==> config.mk <==
export PLATFORM = sky130hd
export DESIGN_NAME = mem_access_unit
export DESIGN_NICKNAME = d
export VERILOG_FILES = /design/src/rtl/mem_access_unit.sv
export SDC_FILE = /design/constraint.sdc
export NUM_CORES = 1
export LEC_CHECK = 0
export CAP_MARGIN = 5
export CORE_ASPECT_RATIO = 1.2
export CORE_UTILIZATION = 49
export CTS_CLUSTER_DIAMETER = 120
export DETAILED_ROUTE_END_ITERATION = 6
export PLACE_DENSITY = 0.85
export SETUP_SLACK_MARGIN = 0.2
export SYNTH_ARGS = -nofsm -noshare
export SYNTH_HDL_FRONTEND = slang
export SYNTH_SLANG_ARGS = --single-unit
==> constraint.sdc <==
create_clock -name clk -period 4.99 [get_ports clk]
set_input_delay 0.7485 -clock clk [delete_from_list [all_inputs] [get_ports clk]]
set_output_delay 0.7485 -clock clk [all_outputs]
set_load 0.05 [all_outputs]
==> src/rtl/mem_access_unit.sv <==
// rtl/mem_access_unit.sv - LC-3b MEM-stage sequencer for one or two chained data-memory accesses.
// Optional misaligned-word flag enabled by defining MAU_ALIGN_CHECK_EN.
module mem_access_unit (
   input  logic        clk,
   input  logic        rst,
   input  logic        start,
   input  logic [3:0]  opcode,
   input  logic [1:0]  acc_count,
   input  logic [15:0] addr,
   input  logic [15:0] store_data,
   input  logic        dmem_resp,
   input  logic [15:0] dmem_rdata,
   output logic        dmem_read,
   output logic        dmem_write,
   output logic [15:0] dmem_address,
   output logic [15:0] dmem_wdata,
   output logic [1:0]  dmem_byte_enable,
   output logic        stall,
   output logic        done,
   output logic [15:0] load_data,
   output logic        misalign
);

   localparam logic [3:0] OP_LDB = 4'h2;
   localparam logic [3:0] OP_STB = 4'h3;
   localparam logic [3:0] OP_LDR = 4'h6;
   localparam logic [3:0] OP_STR = 4'h7;
   localparam logic [3:0] OP_LDI = 4'hA;
   localparam logic [3:0] OP_STI = 4'hB;

   typedef enum logic [1:0] {IDLE, ACC1, ACC2, DONE} state_t;

   state_t      state_q, state_d;
   logic [3:0]  op_q, op_d;
   logic [15:0] sd_q, sd_d;
   logic        sel_q, sel_d;
   logic        two_q, two_d;
   logic        rd_q, rd_d;
   logic        wr_q, wr_d;
   logic [15:0] daddr_q, daddr_d;
   logic [15:0] wdata_q, wdata_d;
   logic [1:0]  be_q, be_d;
   logic        done_q, done_d;
   logic [15:0] ldata_q, ldata_d;

   always_ff @(posedge clk) begin
      if (rst) begin
         state_q <= IDLE;
         op_q    <= 4'h0;
         sd_q    <= 16'h0;
         sel_q   <= 1'b0;
         two_q   <= 1'b0;
         rd_q    <= 1'b0;
         wr_q    <= 1'b0;
         daddr_q <= 16'h0;
         wdata_q <= 16'h0;
         be_q    <= 2'b00;
         done_q  <= 1'b0;
         ldata_q <= 16'h0;
      end else begin
         state_q <= state_d;
         op_q    <= op_d;
         sd_q    <= sd_d;
         sel_q   <= sel_d;
         two_q   <= two_d;
         rd_q    <= rd_d;
         wr_q    <= wr_d;
         daddr_q <= daddr_d;
         wdata_q <= wdata_d;
         be_q    <= be_d;
         done_q  <= done_d;
         ldata_q <= ldata_d;
      end
   end

   always_comb begin
      state_d = state_q;
      op_d    = op_q;
      sd_d    = sd_q;
      sel_d   = sel_q;
      two_d   = two_q;
      rd_d    = rd_q;
      wr_d    = wr_q;
      daddr_d = daddr_q;
      wdata_d = wdata_q;
      be_d    = be_q;
      done_d  = 1'b0;
      ldata_d = ldata_q;
      unique case (state_q)
         IDLE: begin
            if (start) begin
               state_d = ACC1;
               op_d    = opcode;
               sd_d    = store_data;
               sel_d   = addr[0];
               two_d   = (acc_count == 2'b10);
               wr_d    = (opcode == OP_STR) || (opcode == OP_STB);
               rd_d    = !((opcode == OP_STR) || (opcode == OP_STB));
               daddr_d = {addr[15:1], 1'b0};
               if (opcode == OP_STB) begin
                  wdata_d = {store_data[7:0], store_data[7:0]};
                  be_d    = addr[0] ? 2'b10 : 2'b01;
               end else begin
                  wdata_d = store_data;
                  be_d    = 2'b11;
               end
            end
         end
         ACC1: begin
            if (dmem_resp) begin
               rd_d = 1'b0;
               wr_d = 1'b0;
               if (!start) begin
                  state_d = IDLE;
               end else if (two_q) begin
                  // Pointer fetched: chain straight into the second access.
                  state_d = ACC2;
                  rd_d    = (op_q == OP_LDI);
                  wr_d    = (op_q == OP_STI);
                  daddr_d = {dmem_rdata[15:1], 1'b0};
                  wdata_d = sd_q;
                  be_d    = 2'b11;
               end else begin
                  state_d = DONE;
                  done_d  = 1'b1;
                  if (op_q == OP_LDB)
                     ldata_d = {8'h00, sel_q ? dmem_rdata[15:8] : dmem_rdata[7:0]};
                  else
                     ldata_d = dmem_rdata;
               end
            end
         end
         ACC2: begin
            if (dmem_resp) begin
               rd_d = 1'b0;
               wr_d = 1'b0;
               if (start) begin
                  state_d = DONE;
                  done_d  = 1'b1;
                  ldata_d = dmem_rdata;
               end else begin
                  state_d = IDLE;
               end
            end
         end
         DONE: state_d = IDLE;
         default: state_d = IDLE;
      endcase
   end

`ifdef MAU_ALIGN_CHECK_EN
   logic mis_acc_q, mis_acc_d;
   logic mis_q, mis_d;

   always_ff @(posedge clk) begin
      if (rst) begin
         mis_acc_q <= 1'b0;
         mis_q     <= 1'b0;
      end else begin
         mis_acc_q <= mis_acc_d;
         mis_q     <= mis_d;
      end
   end

   // Accumulate over the effective address and, for LDI/STI, the fetched pointer.
   always_comb begin
      mis_acc_d = mis_acc_q;
      if (state_q == IDLE && start)
         mis_acc_d = addr[0] && ((opcode == OP_LDR) || (opcode == OP_STR) ||
                                 (opcode == OP_LDI) || (opcode == OP_STI));
      else if (state_q == ACC1 && dmem_resp && two_q)
         mis_acc_d = mis_acc_q | dmem_rdata[0];
      mis_d = done_d & mis_acc_q;
   end

   assign misalign = mis_q;
`else
   assign misalign = 1'b0;
`endif

   assign dmem_read        = rd_q;
   assign dmem_write       = wr_q;
   assign dmem_address     = daddr_q;
   assign dmem_wdata       = wdata_q;
   assign dmem_byte_enable = be_q;
   assign done             = done_q;
   assign load_data        = ldata_q;
   assign stall            = start & (state_q != DONE);

endmodule
# Word level (Yosys, flattened, before mapping)
# Cells that the tools add are included.
# word_totals
latch_bits	0
inputBits	58
n_memories	0
romBits	0
ram_bits	0
regBits	77
# op_classes
n_bitwise	1
eq_ne	17
shift	0
multipliers	0
addsub	0
n_mux	50
n_lt_le_gt_ge	0
n_div	0
n_reduce_logical	11
# ops
operator	count
$mux 16	15
$pmux 16 s2	3
$mux 2	11
$ne 2x2->1 const B	8
$mux 1	15
$eq 4x2->1 const B	2
$eq 4x4->1 const B	2
$mux 8	1
$pmux 2 s4	1
$eq 2x2->1 const B	3
$pmux 1 s3	2
$reduce_and 6->1	1
$reduce_and 5->1	1
$eq 4x3->1 const B	1
$pmux 2 s2	1
$reduce_and 4->1	1
$reduce_bool 2->1	2
$reduce_and 3->1	1
$reduce_bool 3->1	1
$eq 2x1->1 const B	1
$logic_not 2->1	1
$pmux 1 s2	1
$reduce_and 2->1	1
$and 1x1->1	1
other kinds (2)	2

# Depth between registers and ports, before layout
# logic_depth
ltp_word	6
ltp_mapped	9

# Worst setup path after synthesis
# Ideal clock, no wire load.
# synth_path
path_kind	input -> output
startpoint	in start
endpoint	out stall
path_slack_ns	2.639
required_time_ns	4.242
arrival_ns	1.603
stages	2
cell_sequence	buf_4 -> nor2b_1
# synth_via
elab_chain_len	1
# synth_rtl
element	line	rtl
start, declared	6	input logic start,
$and 1x1->1	188	assign stall = start & (state_q != DONE);
end, declared	18	output logic stall,
# Every way passes these cells.

# Worst setup path after layout
# layout_path
startpoint	in start
endpoint	reg daddr_q[9], in the netlist dmem_address[9]
# layout_via
elab_chain_len	2
# layout_rtl
element	line	rtl
$ne 2x2->1 (no line)	n/a	
$reduce_and 5->1 (no line) (*)	n/a	
end signal, assigned	68	daddr_q <= daddr_d;
end, declared	40	logic [15:0] daddr_q, daddr_d;
# Mark *: on every way between the ends. The rest lies on a longest branch, timed or not.
# A chain may end at the register's enable or synchronous reset.

==> out/results.tsv <==
stage	metric	value	unit
status	outcome	complete, no violations	
clock_tree	Root Driver	clkbuf_8	
timing	unrepaired setup endpoints after global routing	no	
setup_path	Buf/Inv on CP	2	
die	standard-cell row count	33	
setup_path	Slowest-stage cell, CP	o21ai_4	
pwr	Pwr Density	383	mW/mm^2
synth	count leader, synth	dfxtp_1	
clock_tree	CTS buffer count	9	
synth	async set-reset flop share out of synthesis	0	%
clock_tree	postcts setup bufs	0	
detailed_routing	DRT iter0 DRCs	125	
timing	setup TNS	0	ps
placed_design	port bufs	110	
synth	Synth Instances	372	
clock_tree	clk_lat worst skew	350	ps
synth	Mapped Area	0.00342	sq mm
detailed_routing	total number of vias	3043	
run	Max-cap violations	0	
clock_tree	Max Buffers Root-to-Sink	2	
global_routing	gr usage total	23.9	%
setup_path	crit end category	flip-flop	
timing	Final Hold Fails	0	
placed_design	Placed Area	0.00451	sq mm
pwr	leakage	1.75	nW
synth	flops & latches, synth	76	
synth	share of the synthesized area in the top cell type	44.5	%
setup_path	slowest stage delay, CP	920	ps
synth	Yosys warnings	0	
clock_tree	clk slew on worst S/H paths	80	ps
finish	layout cells sized above 1	7.63	%
timing	Final Slew Violations	0	
timing	Final Cycle Share	63.2	%
finish	# nets final	531	
setup_path	delay-heaviest family, CP	compound AO/OA/AOI/OAI gates	
setup_path	critical path class	input pin to flip-flop	
pwr	maximum vdd drop	0.249	mV
finish	Multi-input gate area	0.00173	sq mm
clock_tree	H-Tree Depth	3	
setup_path	Worst Path Arrival	3420	ps
placed_design	DPL Wire Length	6160	microns
global_routing	first-pass GRT wire length	13500	microns
die	Die ar.	0.00732	sq mm
synth	Netlist cell types	41	
finish	# fillers	561	
setup_path	Critical Path RT	5250	ps
die	Die Wd	78.3	microns
timing	relative slew slack	30.9	%
die	core area	0.00677	sq mm
detailed_routing	drt first pass iters	4	
synth	Post-synth EDFFs	0	
setup_path	crit-path cells	clkdlybuf4s50_1, nand2_2, o21ai_4, buf_4, nor2_1, a211oi_1	
placed_design	GPL Wtd Cong	0.859	
timing	setup ws final	1840	ps
die	Ports	113	
clock_tree	CTS Hold Bufs	0	
placed_design	Post-Place Worst Slack	1490	ps
min_path	HP Class	flip-flop to flip-flop	
synth	Post-synth top cells	dfxtp_1, nand2_1, nor2_1	
setup_path	Max FO, Critical Path	38	
finish	Reg area	0.00152	sq mm
synth	area leader, netlist	dfxtp_1	
timing	final setup fails	0	
synth	synthesized area per cell	9.20	sq um
timing	hold_ws	454	ps
timing	actual slew at the worst max-slew pin	1030	ps
finish	Area Growth Syn to Fin	38.6	%
synth	post-synthesis sequential area ratio	44.5	%
die	Starting Density	50.5	%
detailed_routing	ANT nets after route	0	
global_routing	vias in the first global route	2896	
global_routing	pin count of the biggest net entering global routing	46	
die	Die H	93.5	microns
clock_tree	CTS tree	done	
timing	f_max	317	MHz
detailed_routing	Vias/cell	5.44	
setup_path	nature of the critical path startpoint	input pin	
detailed_routing	Residual DRC	0	
timing	Worst Skew	7.45	ps
global_routing	initial antenna violation count	0	
detailed_routing	drt total wl	8670	microns
timing	fin crit period	3150	ps
finish	Finished Cell Area	0.00474	sq mm
clock_tree	CTS sink cnt	76	
finish	Diodes inserted	0	
clock_tree	post-cts resize count	0	
synth	main flop type after synthesis	dfxtp_1	
synth	top cells by area, synth	dfxtp_1, mux2i_1, nand2_1	
global_routing	grt total ovfl	0	
detailed_routing	WL/cell	15.5	microns
[worst paths after layout]
kind                      to       start  slack [ps]  cells after the start
max          dmem_address[9]       start        1840                      6
min                 sd_q[12]    sd_q[12]         450                      2
max reg2reg  dmem_address[9]  state_q[1]        2030                      8
min reg2reg         sd_q[12]    sd_q[12]         450                      2
[metal layers]
| metal | GRT usage, % | vias to the layer above | share of wire (%) |
|---|---|---|---|
| li1 | - | 1495 | - |
| met1 | 28.6 | 1435 | 42 |
| met2 | 40.9 | 98 | 50 |
| met3 | 4.59 | 15 | 5.3 |
| met4 | 11.7 | 0 | 2.1 |
| met5 | 0 | - | 0 |
[metrics by stage]
stage	total power, mW	instances	utilization, %
final	1.81	559	70.0
after global placement	1.26	543	66.6
after global routing	1.89	559	70.0
after floorplan	1.09	373	-
after CTS	1.82	559	70.0
after detailed placement	1.27	543	66.6
[sequential cells by signal, indices dropped and copies added, names as in the netlist]
register,flops
dmem_read,1
dmem_write,1
done,1
op_q,4
dmem_address,15
dmem_byte_enable,2
sel_q,1
two_q,1
state_q,2
load_data,16
dmem_wdata,16
sd_q,16
[where the power goes]
group          leakage (nW)  total [mW]  switching (mW)  internal, mW
clock network         0.117       0.554           0.223         0.331
logic                  1.01       0.559           0.350         0.208
registers             0.623       0.703          0.0351         0.667
total                  1.75        1.81           0.608          1.21
[cell families (layout without fill, tap and decap cells)]
group / Yosys count / in the layout / share of synthesized area [%]
AOI/OAI and AO/OA: 90 / 90 / 19.6
adders and majority gates: 6 / 6 / 2.19
buffers and inverters: 37 / 136 / 5.34
DFF: 76 / 76 / 44.5
muxes: 38 / 38 / 11.4
other: 1 / 2 / 0.110
and+or+nand+nor: 124 / 124 / 16.9
[tightest hold or removal path, stage by stage, from the launching register on]
cell     delay (ps)
dfxtp_1         310
nand2_1          50
a21oi_1          50
[layout make-up]
class,instances,share of cell area (%)
clock buffer,11,2.77
inverter,7,0.554
timing repair buffer,113,23.6
tap,87,2.30
multi-input combinational,260,36.6
clock inverter,5,2.11
sequential,76,32.1
[layout by cell type, fill, tap and decap left out, types with 2 or more instances in the layout]
cell type / count
a211oi_1: 24
a211oi_2: 10
a21oi_1: 32
a22o_1: 8
buf_4: 3
bufinv_16: 3
clkbuf_1: 2
clkbuf_8: 9
clkdlybuf4s50_1: 109
clkinv_2: 2
conb_1: 2
dfxtp_1: 76
ha_1: 5
inv_1: 7
mux2_1: 8
mux2i_1: 30
nand2_1: 54
nand2b_1: 11
nand3_1: 2
nand4b_1: 2
nor2_1: 40
nor3_1: 3
o211ai_1: 8
No activity file was read; power rests on OpenSTA's default activity.
